--- src/rtl/uart_tx_fifo_if.sv ---
// Bus-side bundle of the UART transmitter: write strobe/data in, FIFO flags and serial line out.
interface uart_tx_fifo_if #(
   parameter int DATA_BITS = 8
);
   logic                 wrEn;
   logic [DATA_BITS-1:0] wrData;
   logic                 full;
   logic                 empty;
   logic                 txSerial;
   logic                 busy;
   logic                 txDone;

   modport master (
      output wrEn, wrData,
      input  full, empty, txSerial, busy, txDone
   );

   modport slave (
      input  wrEn, wrData,
      output full, empty, txSerial, busy, txDone
   );
endinterface

--- src/rtl/uart_tx_fifo.sv ---
// FIFO-fed UART transmitter (start, LSB-first data, optional even parity under UART_TX_PARITY_EN, stop bits).
// Head word pops straight into a start bit the edge after it lands; writes while full are dropped.
module uart_tx_fifo #(
   parameter int CLKS_PER_BIT = 86,
   parameter int DATA_BITS    = 8,
   parameter int FIFO_DEPTH   = 4,
   parameter int STOP_BITS    = 1
) (
   input  logic          clk,
   input  logic          rst,
   uart_tx_fifo_if.slave bus
);
   localparam int AW  = $clog2(FIFO_DEPTH);
   localparam int CW  = AW + 1;
   localparam int BAW = $clog2(CLKS_PER_BIT);
   localparam int BW  = $clog2(DATA_BITS + 1);
   localparam logic [BAW-1:0] BAUD_LAST = BAW'(CLKS_PER_BIT - 1);
   localparam logic [BW-1:0]  DATA_LAST = BW'(DATA_BITS - 1);
   localparam logic [BW-1:0]  STOP_LAST = BW'(STOP_BITS - 1);
   localparam logic [CW-1:0]  DEPTH     = CW'(FIFO_DEPTH);

   typedef enum logic [2:0] {
      S_IDLE,
      S_START,
      S_DATA,
`ifdef UART_TX_PARITY_EN
      S_PARITY,
`endif
      S_STOP
   } state_t;

   state_t               state_q, state_d;
   logic [BAW-1:0]       baud_q, baud_d;
   logic [BW-1:0]        bit_q, bit_d;
   logic [DATA_BITS-1:0] shift_q, shift_d;
   logic                 tx_q, tx_d;
   logic [AW-1:0]        rd_ptr_q, rd_ptr_d;
   logic [AW-1:0]        wr_ptr_q, wr_ptr_d;
   logic [CW-1:0]        count_q, count_d;
   logic [DATA_BITS-1:0] mem_q [FIFO_DEPTH];
`ifdef UART_TX_PARITY_EN
   logic                 parity_q, parity_d;
`endif

   logic                 full, empty, push, pop, baud_last, busy, tx_done;
   logic [DATA_BITS-1:0] head;

   assign full      = (count_q == DEPTH);
   assign empty     = (count_q == '0);
   assign baud_last = (baud_q == BAUD_LAST);
   assign head      = mem_q[rd_ptr_q];

   always_comb begin
      push     = bus.wrEn && !full;
      wr_ptr_d = wr_ptr_q + AW'(push);
      rd_ptr_d = rd_ptr_q + AW'(pop);
      count_d  = count_q + CW'(push) - CW'(pop);
   end

   always_ff @(posedge clk or posedge rst) begin
      if (rst) begin
         state_q  <= S_IDLE;
         baud_q   <= '0;
         bit_q    <= '0;
         shift_q  <= '0;
         tx_q     <= 1'b1;
         rd_ptr_q <= '0;
         wr_ptr_q <= '0;
         count_q  <= '0;
`ifdef UART_TX_PARITY_EN
         parity_q <= 1'b0;
`endif
      end else begin
         state_q  <= state_d;
         baud_q   <= baud_d;
         bit_q    <= bit_d;
         shift_q  <= shift_d;
         tx_q     <= tx_d;
         rd_ptr_q <= rd_ptr_d;
         wr_ptr_q <= wr_ptr_d;
         count_q  <= count_d;
`ifdef UART_TX_PARITY_EN
         parity_q <= parity_d;
`endif
      end
   end

   // Storage needs no reset: count gates every read.
   always_ff @(posedge clk) begin
      if (push) mem_q[wr_ptr_q] <= bus.wrData;
   end

   always_comb begin
      state_d = state_q;
      baud_d  = baud_last ? '0 : baud_q + 1'b1;
      bit_d   = bit_q;
      shift_d = shift_q;
      tx_d    = tx_q;
      pop     = 1'b0;
`ifdef UART_TX_PARITY_EN
      parity_d = parity_q;
`endif
      case (state_q)
         S_IDLE: begin
            baud_d = '0;
            if (!empty) pop = 1'b1;
         end
         S_START: begin
            if (baud_last) begin
               state_d = S_DATA;
               tx_d    = shift_q[0];
               shift_d = shift_q >> 1;
               bit_d   = '0;
            end
         end
         S_DATA: begin
            if (baud_last) begin
               if (bit_q == DATA_LAST) begin
`ifdef UART_TX_PARITY_EN
                  state_d = S_PARITY;
                  tx_d    = parity_q;
`else
                  state_d = S_STOP;
                  tx_d    = 1'b1;
                  bit_d   = '0;
`endif
               end else begin
                  tx_d    = shift_q[0];
                  shift_d = shift_q >> 1;
                  bit_d   = bit_q + 1'b1;
               end
            end
         end
`ifdef UART_TX_PARITY_EN
         S_PARITY: begin
            if (baud_last) begin
               state_d = S_STOP;
               tx_d    = 1'b1;
               bit_d   = '0;
            end
         end
`endif
         S_STOP: begin
            if (baud_last) begin
               if (bit_q == STOP_LAST) begin
                  state_d = S_IDLE;
                  tx_d    = 1'b1;
                  if (!empty) pop = 1'b1;
               end else begin
                  bit_d = bit_q + 1'b1;
               end
            end
         end
         default: state_d = S_IDLE;
      endcase
      // A pop from IDLE or from the last stop cycle both launch a start bit immediately.
      if (pop) begin
         state_d  = S_START;
         baud_d   = '0;
         bit_d    = '0;
         tx_d     = 1'b0;
         shift_d  = head;
`ifdef UART_TX_PARITY_EN
         parity_d = ^head;
`endif
      end
   end

   always_comb begin
      busy    = (state_q != S_IDLE);
      tx_done = (state_q == S_STOP) && baud_last && (bit_q == STOP_LAST);
   end

   assign bus.full     = full;
   assign bus.empty    = empty;
   assign bus.txSerial = tx_q;
   assign bus.busy     = busy;
   assign bus.txDone   = tx_done;
endmodule

--- src/flat_wrapper.sv ---
// flat-port wrapper written by rule: the top's interface ports become plain ports
module uart_tx_fifo_flat 
#(
   parameter int CLKS_PER_BIT = 86,
   parameter int DATA_BITS    = 8,
   parameter int FIFO_DEPTH   = 4,
   parameter int STOP_BITS    = 1
)
  (clk, rst, bus_wrEn, bus_wrData, bus_full, bus_empty, bus_txSerial, bus_busy, bus_txDone);
  uart_tx_fifo_if #(.DATA_BITS(DATA_BITS)) bus_i ();
  input  logic clk;
  input  logic rst;
  input wire logic [$bits(bus_i.wrEn)-1:0] bus_wrEn;
  input wire logic [$bits(bus_i.wrData)-1:0] bus_wrData;
  output wire logic [$bits(bus_i.full)-1:0] bus_full;
  output wire logic [$bits(bus_i.empty)-1:0] bus_empty;
  output wire logic [$bits(bus_i.txSerial)-1:0] bus_txSerial;
  output wire logic [$bits(bus_i.busy)-1:0] bus_busy;
  output wire logic [$bits(bus_i.txDone)-1:0] bus_txDone;
  assign bus_i.wrEn = bus_wrEn;
  assign bus_i.wrData = bus_wrData;
  assign bus_full = bus_i.full;
  assign bus_empty = bus_i.empty;
  assign bus_txSerial = bus_i.txSerial;
  assign bus_busy = bus_i.busy;
  assign bus_txDone = bus_i.txDone;
  uart_tx_fifo #(.CLKS_PER_BIT(CLKS_PER_BIT), .DATA_BITS(DATA_BITS), .FIFO_DEPTH(FIFO_DEPTH), .STOP_BITS(STOP_BITS)) u_core (.clk(clk), .rst(rst), .bus(bus_i));
endmodule
--- config.mk ---
export PLATFORM = sky130hd
export DESIGN_NAME = uart_tx_fifo_flat
export DESIGN_NICKNAME = d
export VERILOG_FILES = /design/src/rtl/uart_tx_fifo_if.sv /design/src/rtl/uart_tx_fifo.sv /design/src/flat_wrapper.sv
export SDC_FILE = /design/constraint.sdc
export NUM_CORES = 1
export LEC_CHECK = 0
export ABC_CLOCK_PERIOD_IN_PS = 3330
export BUFFER_PORTS_ARGS = -buffer_cell sky130_fd_sc_hd__buf_2
export CAP_MARGIN = 0
export CORE_ASPECT_RATIO = 0.9
export CORE_UTILIZATION = 45
export CTS_CLUSTER_DIAMETER = 80
export CTS_CLUSTER_SIZE = 28
export DETAILED_ROUTE_END_ITERATION = 8
export PLACE_DENSITY = 0.63
export SYNTH_ARGS = -nofsm -noshare
export SYNTH_HDL_FRONTEND = slang
export SYNTH_SLANG_ARGS = --single-unit
--- constraint.sdc ---
create_clock -name clk -period 3.33 [get_ports clk]
set_clock_uncertainty 0.05 [all_clocks]
set_input_delay 0.666 -clock clk [delete_from_list [all_inputs] [get_ports clk]]
set_output_delay 0.666 -clock clk [all_outputs]
set_load 0.05 [all_outputs]
==> results.md, run 1 <==
- CTS tree: done
- Vias in the first global route: 1511
- Fin crit share: 83.0%
- CP required: 3.54 ns
- Ports: 16
- Netlist Area Pre-Place: roughly 0.0027 mm²
- Gpl congestion: 0.746
- Die height: 75.6 µm
- Register area share after synthesis: roughly 62%
- Total power: 0.00286 W
- Hpwl dp: just under 3000 µm
- Worst hold path class: in2async
- Number of enable flip-flop cells after synthesis: 32
- Logic pwr share: 33.1%
- Num CTS Buffers: 9
- Syn Area/Cell: around 14 µm²
- Pins Over Slew Limit: 0
- Async set or reset register ratio after synthesis: 47.5%
- Clk pwr share: 26.2%
- Initial Util: 47.2%
- Gr ovfl total: 0
- Initial antenna violation count: 0
- Post-Synth Adder-Cell Area: 6.29%
- Area leader, netlist: edfxtp_1
- Startpoint types: flop
- Clock Pin Slew Worst Setup and Hold Paths: 0.08 ns
- Routed Wire Length: between 4000 and 5000 µm
- Num Clock Sinks: 61
- Sw Pwr: about 0.001 W
- VDD IR-drop max: 0.676 mV
- Root buf cell: clkbuf_8
- Internal Power: 0.00187 W
- Static leakage: approximately 1.3 nW
- Inserted Diodes: 0
- Port Buf Inserts: 15
- DRC violations left: 0
- DRT iter0 DRCs: 84
- Main combinational cell family by area after synthesis: simple AND/OR/NAND/NOR gates
- Post-synthesis mux area share: 8.88%
- Area grow syn2layout: 15.0%
- RSZ-0062 raised after global routing: no
- Seq pwr share: 40.7%
- F_max: approximately 0.36 GHz
- Headroom to the max-slew limit: around 54%
- Crit path max fanout: 10
- Status: complete, no violations
- First-pass GRT wire length: 7180 µm
- Cts repair resizes: 0
- Switching Fraction: 34.7%
- Synth Register Bits: 61
- Synth Area in XOR/XNOR: slightly below 3%
- Via count: approximately 1500
- Setup_tns: 0 ns
- Syn nets: 218
- Total Routing Usage GR: 15.4%
- Remaining antenna violation count after routing: 0
- Maxcap violations: 0
- Latest clock arrival within the worst-skew pair: around 0.34 ns
- Rows: 26
- Post-Synth Simple-Gate Area: 11.6%
- Cells after Synth: 194
- DIE AREA: roughly 0.0063 mm²
- Main synth FF type: edfxtp_1
- Initial DRT Pass Iterations: 4
- Library cells used by synthesis: 42
- Wire per inst: roughly 15 µm
- Top cell type's share of synthesized area: 35.5%
- Die Wd: 83.7 µm
- Largest net degree at the start of global routing: 30
- Vias/cell: between 5 and 6
- Synth Area in Compound Gates: 5.46%
- Crit Path Class: reg2reg
- Pwr Density: 919 mW/mm²
- Reg2reg path depth: 11
- Synth warn: 0
- # setup viols final: 0
- Critical Path AT: 2.98 ns
- CTS Hold Bufs: 0
- CTS max path bufs: 2
- CP Capture Type: flop
- Final #Nets: 243
- FILL cells: between 400 and 500
- Fin. Hold Viols: 0
- Clock period minus worst slack: 2.76 ns
- Area contributors post-synth: edfxtp_1 (36%), dfrtp_1 (26%), mux4_2 (6.7%)
- Setup bufs post-CTS: 0
- Share of cells above drive strength 1: 21.9%
- Total core area: 0.00573 mm²
- CTS H-Tree Depth: 3
- Slew @ Worst Pin: 0.694 ns
cell families (layout without fill, tap and decap cells):
family          count (synthesis)  count (layout)
compound gates                 25              25
flops                          61              61
xor+xnor                        9               9
mux                            14              14
buf+inv                        17              47
fa+ha+maj                      13              13
simple gates                   55              55
final cells by class:
| cell class | count | area, µm² | share of cell area (%) |
|---|---|---|---|
| Sequential cell | 61 | 1690 | 54.3 |
| Multi-Input combinational cell | 116 | 961 | 30.9 |
| Clock buffer | 9 | 124 | 3.98 |
| Clock inverter | 7 | 104 | 3.34 |
| Timing Repair Buffer | 18 | 97.6 | 3.14 |
| Tap cell | 70 | 87.6 | 2.82 |
| Inverter | 13 | 48.8 | 1.57 |
cells in the final DEF (no fill, tap or decap), drive strengths merged, types with 2 or more instances in the layout:
| cell type | n |
|---|---|
| nor3b | 2 |
| nand3 | 5 |
| xnor2 | 5 |
| nor2 | 20 |
| inv | 16 |
| edfxtp | 32 |
| mux4 | 8 |
| nand4bb | 2 |
| ha | 12 |
| mux2i | 6 |
| dfrtp | 28 |
| nand2 | 7 |
| clkbuf | 9 |
| bufinv | 2 |
| o21ai | 5 |
| a21oi | 13 |
| buf | 18 |
| and3 | 4 |
| clkinv | 2 |
| xor2 | 4 |
| nor3 | 5 |
power groups by stage:
stage	clock network [W]	logic [W]	registers (W)
after CTS	0.000763	0.000961	0.00117
after global routing	0.000796	0.00107	0.00119
final	0.000748	0.000947	0.00116
after floorplan	0	0.000804	0.00110
after global placement	0	0.000948	0.00118
after detailed placement	0	0.000955	0.00118
registers in the layout (all words and copies together), names as in the netlist:
register,cells
u_core.bus.txSerial,1
u_core.rd_ptr_q,2
u_core.wr_ptr_q,2
u_core.shift_q,8
u_core.count_q,3
u_core.baud_q,7
u_core.bit_q,4
u_core.state_q,2
u_core.mem_q,32
Yosys cell counts (2+ instances only):
cell	instances
xnor2_1	5
nor2_1	20
nand3_1	5
mux4_2	8
xor2_1	4
mux2i_1	6
dfrtp_1	28
edfxtp_1	32
nor3b_1	2
nand2_1	7
nor3_1	5
ha_1	12
clkbuf_2	2
clkbuf_1	2
inv_1	12
a21oi_1	13
and3_1	4
o21ai_0	3
layer usage:
layer / part of all wire (%) / GRT usage [%]
met5: 0 / 0
met4: 0.88 / 5.08
met3: 3.8 / 6.18
met2: 46 / 24.8
met1: 49 / 19.5
final timing paths:
kind                       slack, ns                         endpoint                     startpoint
hold reg to reg                 0.45       u_core.baud_q[0]$_DFF_PP0_     u_core.baud_q[0]$_DFF_PP0_
min in group clk                0.45       u_core.baud_q[0]$_DFF_PP0_     u_core.baud_q[0]$_DFF_PP0_
hold / removal                  0.33       u_core.baud_q[6]$_DFF_PP0_                            rst
setup / recovery                0.57      u_core.count_q[2]$_DFF_PP0_  u_core.state_q[0]$_DFFE_PP0P_
max in group asynchronous       2.59  u_core.bus.txSerial$_DFFE_PP1P_                            rst
setup reg to reg                0.57      u_core.count_q[2]$_DFF_PP0_  u_core.state_q[0]$_DFFE_PP0P_
critical path: stages (launching register included):
cell and delay (ns):
dfrtp_1 0.41, ha_1 0.28, nand4bb_2 0.13, nor3_2 0.06, o21ai_2 0.14, clkinv_1 0.30, ha_1 0.39, inv_1 0.04
ha_1 0.19, fa_1 0.38, xnor2_1 0.20, xnor2_1 0.14
stage by stage:
step	utilization, %	std cells	hold WS [ns]	setup WS (ns)	cell area, µm²
floorplan	-	194	0.403	0.351	2720
global placement	50.3	278	0.423	0.616	2880
global route	54.3	294	0.385	0.363	3110
finish	54.3	294	0.334	0.566	3110
CTS	54.3	294	0.336	0.556	3110
detailed placement	50.3	278	0.438	0.546	2880
(Power assumes the default switching activity.)
==> run 2, diff against run 1 <==
- ABC_CLOCK_PERIOD_IN_PS: 3330 -> 2610
- clock period: 3.33 -> 2.61 ns (I/O delays scaled with it)
==> run 2 against run 1 <==
  * Sequential power is 28% higher
  * Maximum frequency increased by 13%
  * Setup slack lost 0.41 ns
  * Count of clock-buffer cells in the layout did not move
  * Final cell count grew 1.4%
  * Critical path type unchanged
  * Highest routed layer unchanged
==> results.md, run 2 (synthesized netlist as in run 1, its figures left out) <==
- Status: complete, no violations
- Num Clock Sinks: 61 (unchanged)
- CP Capture Type: flop
- Critical path cell sequence: ha_1 > nand4b_4 > nor3_4 > o21ai_4 > clkinv_4 > ha_1 > inv_1 > ha_1 > fa_2 > xnor2_1 > xnor2_1
- Largest net degree at the start of global routing: 30 (unchanged)
- Die Wd: 83.7 µm (unchanged)
- RSZ-0062 raised after global routing: no
- Setup_tns: 0 ns (unchanged)
- Latest clock arrival within the worst-skew pair: 0.33 ns (about the same)
- Critical Path AT: 2.66 ns (-0.32 ns)
- F_max: 0.408 GHz (+13%)
- Static leakage: 1.33 nW (+0.47%)
- Remaining antenna violation count after routing: 0 (unchanged)
- CTS tree: done
- Hpwl dp: 3290 µm (+12%)
- Clock Pin Slew Worst Setup and Hold Paths: 0.07 ns (about the same)
- Total Routing Usage GR: 16.5% (+1.1 points)
- # setup viols final: 0 (unchanged)
- Inserted Diodes: 0 (unchanged)
- Via count: 1604 (+4.7%)
- Commonest non-fill, non-tap cells in the layout: edfxtp_1 (32), dfrtp_1 (28), nor2_1 (20)
- Ports: 16 (unchanged)
- CTS H-Tree Depth: 3 (unchanged)
- First-pass GRT wire length: 7510 µm (+4.6%)
- Pwr Density: 1130 mW/mm² (+23%)
- Fin. Hold Viols: 0 (unchanged)
- Critical Path Most Common Cell: ha_1
- CP required: 2.82 ns (-0.72 ns)
- Crit-path max cell delay: 0.41 ns (about the same)
- Share of cells above drive strength 1: 25.0% (+3.1 points)
- Vias in the first global route: 1580 (+4.6%)
- Worst setup startpoint: u_core.baud_q[0]$_DFF_PP0_
- Largest regs: u_core.mem_q: 32 flops, u_core.shift_q: 8 flops, u_core.baud_q: 7 flops
- Area grow syn2layout: 16.1%
- Total core area: 0.00573 mm² (unchanged)
- Fin Hold WS: 0.190 ns (-0.144 ns)
- DRT iter0 DRCs: 44 (-48%)
- Crit path max fanout: 6 (-4)
- Slowest-stage cell, CP: dfrtp_1
- Pins Over Slew Limit: 0 (unchanged)
- Rows: 26 (unchanged)
- Gr ovfl total: 0 (unchanged)
- Vias/cell: 5.38 (+3.3%)
- DP Cell Count: 279 (+0.36%)
- DRC violations left: 0 (unchanged)
- FILL cells: 480 (+3.9%)
- Crit Path Class: reg2reg
- VDD IR-drop max: 0.730 mV (+8.0%)
- Worst hold path class: in2async
- Maxcap violations: 0 (unchanged)
- Headroom to the max-slew limit: 63.2% (+9.7 points)
- Num CTS Buffers: 9 (unchanged)
- Root buf cell: clkbuf_8
- Register with the most flip-flops: u_core.mem_q
- Max FFs per register: 32 (unchanged)
- Setup bufs post-CTS: 0 (unchanged)
- Die height: 75.6 µm (unchanged)
- Wire per inst: 15.4 µm (+5.0%)
- Final #Nets: 247 (+1.6%)
- DIE AREA: 0.00633 mm² (unchanged)
- Routed Wire Length: 4580 µm (+6.4%)
- Fin crit share: 93.9% (+11 points)
- Port Buf Inserts: 15 (unchanged)
- Gpl congestion: 0.889 (+19%)
- Slew @ Worst Pin: 0.551 ns (-0.143 ns)
- Clock period minus worst slack: 2.45 ns (-0.312 ns)
- Initial Util: 47.2% (unchanged)
- CTS max path bufs: 2 (unchanged)
- CTS Hold Bufs: 0 (unchanged)
- Commonest non-fill, non-tap cell in the layout: edfxtp_1
- FF-to-FF Start: u_core.baud_q[0]$_DFF_PP0_
- Startpoint types: flop
- Cts repair resizes: 0 (unchanged)
- Final Instance Count excl. Fillers: 298 (+1.4%)
- Initial antenna violation count: 0 (unchanged)
- Initial DRT Pass Iterations: 4 (unchanged)
## run 2: cell type report
cell class / instances / area (µm²) / area share [%]
Multi-Input combinational cell: 116 / 1000 / 31.8
Clock buffer: 9 / 124 / 3.94
Clock inverter: 7 / 60.1 / 1.91
Timing Repair Buffer: 22 / 128 / 4.06
Inverter: 13 / 53.8 / 1.71
Tap cell: 70 / 87.6 / 2.79
Sequential cell: 61 / 1690 / 53.7
## run 2: where the power goes
part	total [W]	leakage [nW]	internal (W)	switching [W]
logic	0.00130	0.590	0.000591	0.000714
clock network	0.000746	0.0840	0.000356	0.000391
registers	0.00149	0.653	0.00129	0.000201
## run 2: worst paths after layout
path	end	slack (ns)	depth (start not counted)
setup / recovery	u_core.count_q[2]$_DFF_PP0_	0.16	11
hold / removal	u_core.wr_ptr_q[1]$_DFF_PP0_	0.19	3
setup reg to reg	u_core.count_q[2]$_DFF_PP0_	0.16	11
hold reg to reg	u_core.baud_q[0]$_DFF_PP0_	0.44	1
max in group asynchronous	u_core.bus.txSerial$_DFFE_PP1P_	2.00	3
min in group clk	u_core.mem_q[0][3]$_DFFE_PP_	0.34	1
## run 2: metrics by stage
step / worst slack (ns) / util (%) / instance area (µm²) / total power [W]
4_1_cts: 0.105 / 54.5 / 3120 / 0.00356
2_1_floorplan: -0.0691 / - / 2760 / 0.00248
3_3_place_gp: 0.207 / 51.2 / 2930 / 0.00273
5_1_grt: 0.0347 / 54.9 / 3140 / 0.00381
6_report: 0.158 / 54.9 / 3140 / 0.00355
3_5_place_dp: 0.125 / 51.2 / 2930 / 0.00280
## run 2: critical path, delay by kind of cell, from the launching register on
family          cells  cell delay (ns)
buf+inv             2             0.13
xor+xnor            2             0.31
fa+ha+maj           4             1.07
simple gates        2             0.21
compound gates      1             0.20
flops               1             0.41
## run 2: metal layers
metal / global-route usage, % / part of all wire (%)
met2: 27.9 / 50
met1: 19.3 / 45
met4: 7.34 / 1.2
met3: 6.28 / 4.1
met5: 0 / 0
==> run 3, diff against run 2 <==
- ABC_CLOCK_PERIOD_IN_PS: 2610 -> 2600
- TNS_END_PERCENT: default -> 20
- clock period: 2.61 -> 2.6 ns (I/O delays scaled with it)
==> run 3 against run 2 <==
  * Count of clock-buffer cells in the layout stayed put
  * Combinational power hardly changed
  * Utilization is 0.44 points higher
  * Die area stayed put
  * Setup slack better by 0.013 ns
  * Worst hold slack worse by 0.0068 ns
  * Sequential power hardly changed
  * Via count is 0.87% higher
  * Critical path depth stayed put
  * Critical endpoint unchanged
==> results.md, run 3 (synthesized netlist as in run 1, its figures left out) <==
- Static leakage: 1.34 nW (+0.74%)
- Total Routing Usage GR: 16.5% (+0.037 points)
- # setup viols final: 0 (unchanged)
- Register with the most flip-flops: u_core.mem_q
- Area grow syn2layout: 17.0%
- Slew @ Worst Pin: 0.545 ns (-0.00658 ns)
- Area of the multi-input gates: 0.00100 mm² (+0.50%)
- Via count: 1618 (+0.87%)
- Inserted Diodes: 0 (unchanged)
- Headroom to the max-slew limit: 63.7% (+0.44 points)
- Routed Wire Length: 4680 µm (+2.2%)
- Gpl congestion: 0.883 (-0.63%)
- DRC violations left: 0 (unchanged)
- Rows: 26 (unchanged)
- Initial antenna violation count: 0 (unchanged)
- Clock Pin Slew Worst Setup and Hold Paths: 0.07 ns (about the same)
- Initial Util: 47.2% (unchanged)
- Status: complete, no violations
- Root buf cell: clkbuf_8
- CP Capture Type: flop
- Worst hold path class: in2async
- Commonest non-fill, non-tap cell in the layout: edfxtp_1
- CTS max path bufs: 2 (unchanged)
- Pwr Density: 1170 mW/mm² (+3.3%)
- Vias in the first global route: 1591 (+0.70%)
- Critical Path AT: 2.64 ns (-0.02 ns)
- Fin crit share: 93.4% (-0.53 points)
- Crit Path Class: reg2reg
- Pins Over Slew Limit: 0 (unchanged)
- Latest clock arrival within the worst-skew pair: 0.34 ns (about the same)
- Max FFs per register: 32 (unchanged)
- Gr ovfl total: 0 (unchanged)
- Final #Nets: 247 (unchanged)
- Largest net degree at the start of global routing: 30 (unchanged)
- VDD IR-drop max: 0.578 mV (-21%)
- DRT iter0 DRCs: 68 (+55%)
- RSZ-0062 raised after global routing: no
- Final Instance Count excl. Fillers: 298 (unchanged)
- Largest regs: u_core.mem_q: 32 flops, u_core.shift_q: 8 flops, u_core.baud_q: 7 flops
- Area after DPL: 0.00294 mm² (about the same)
- Vias/cell: 5.43 (+0.87%)
- Fin. Hold Viols: 0 (unchanged)
- Die height: 75.6 µm (unchanged)
- Share of cells above drive strength 1: 25.9% (+0.88 points)
- CTS tree: done
- Final instance area: 0.00317 mm² (+0.80%)
- Commonest non-fill, non-tap cells in the layout: edfxtp_1 (32), dfrtp_1 (28), nor2_1 (20)
- Clock period minus worst slack: 2.43 ns (-0.0233 ns)
- CTS Hold Bufs: 0 (unchanged)
- Crit path max fanout: 7 (+1)
- Remaining antenna violation count after routing: 0 (unchanged)
- Num Clock Sinks: 61 (unchanged)
- Area taken by flip-flops and latches: 0.00169 mm² (unchanged)
- CTS H-Tree Depth: 3 (unchanged)
- Port Buf Inserts: 15 (unchanged)
- FILL cells: 483 (+0.63%)
- DIE AREA: 0.00633 mm² (unchanged)
- F_max: 0.412 GHz (+0.96%)
- CP required: 2.81 ns (about the same)
- Wire per inst: 15.7 µm (+2.2%)
- Die Wd: 83.7 µm (unchanged)
- Initial DRT Pass Iterations: 4 (unchanged)
- DP Cell Count: 279 (unchanged)
- First-pass GRT wire length: 7640 µm (+1.7%)
- Ports: 16 (unchanged)
- Total core area: 0.00573 mm² (unchanged)
- Num CTS Buffers: 9 (unchanged)
- Hpwl dp: 3210 µm (-2.3%)
- Startpoint types: flop
- Maxcap violations: 0 (unchanged)
-- run 3: cell count changes in the layout (fill, tap and decap cells not counted), sizes merged --
cell,delta
bufinv,+1
clkinv,-1
clkinvlp,-1
inv,+1
-- run 3: critical path, cell delays in order (launching register included) --
cell	delay, ns
dfrtp_1	0.42
ha_1	0.25
nand4b_4	0.15
nor3_4	0.06
o21ai_4	0.19
clkinv_4	0.11
ha_1	0.28
inv_1	0.04
ha_2	0.17
fa_2	0.33
xnor2_1	0.17
xnor2_1	0.14
-- run 3: cell type report --
cell class              count  area share (%)
repair buffers             22            4.03
clock inverters             7            2.53
well taps                  70            2.77
flip-flops and latches     61            53.3
inverters                  13            1.70
multi-input cells         116            31.7
clock buffers               9            3.91
-- run 3: what timing repair did --
| item | in CTS | in global routing |
|---|---|---|
| gates resized for setup | 0 | 1 |
| buffers inserted | 0 | 3 |
| setup endpoints to repair | 0 | 1 |
-- run 3: worst paths after layout --
check | startpoint | to | slack, ns | cells past startpoint
worst max-delay path | u_core.baud_q[0]$_DFF_PP0_ | u_core.count_q[2]$_DFF_PP0_ | 0.17 | 11
worst min-delay path | rst | u_core.wr_ptr_q[0]$_DFF_PP0_ | 0.18 | 3
worst max register to register | u_core.baud_q[0]$_DFF_PP0_ | u_core.count_q[2]$_DFF_PP0_ | 0.17 | 11
worst min register to register | u_core.baud_q[0]$_DFF_PP0_ | u_core.baud_q[0]$_DFF_PP0_ | 0.46 | 1
max in group asynchronous | rst | u_core.bus.txSerial$_DFFE_PP1P_ | 1.99 | 3
min in group clk | bus_wrData[3] | u_core.mem_q[0][3]$_DFFE_PP_ | 0.33 | 1
-- run 3: report_power, final --
part | internal [W] | switching (W) | leakage [nW] | total [W]
combinational | 0.000605 | 0.000729 | 0.587 | 0.00133
sequential | 0.00130 | 0.000209 | 0.653 | 0.00151
clock | 0.000453 | 0.000399 | 0.0968 | 0.000852
total | 0.00236 | 0.00134 | 1.34 | 0.00369
-- run 3: per-layer routing --
metal  wire length [µm]  vias up  GRT usage [%]  share of wire (%)
met4                 54        0           6.21                1.2
met3                180        5           6.28                3.8
met2               2320       25           28.5                 49
met1               2130      816           19.4                 45
li1                   -      772              -                  -
met5                  0        -              0                  0
-- run 3: through the flow --
stage / utilization (%) / total power (W) / hold WS (ns) / setup TNS (ns) / setup WS (ns)
after floorplan: - / 0.00250 / 0.403 / -0.0662 / -0.0541
after global placement: 51.3 / 0.00274 / 0.418 / 0 / 0.222
after detailed placement: 51.3 / 0.00283 / 0.440 / 0 / 0.139
after CTS: 54.9 / 0.00369 / 0.192 / 0 / 0.121
after global routing: 55.3 / 0.00396 / 0.213 / 0 / 0.0278
final: 55.3 / 0.00369 / 0.183 / 0 / 0.171
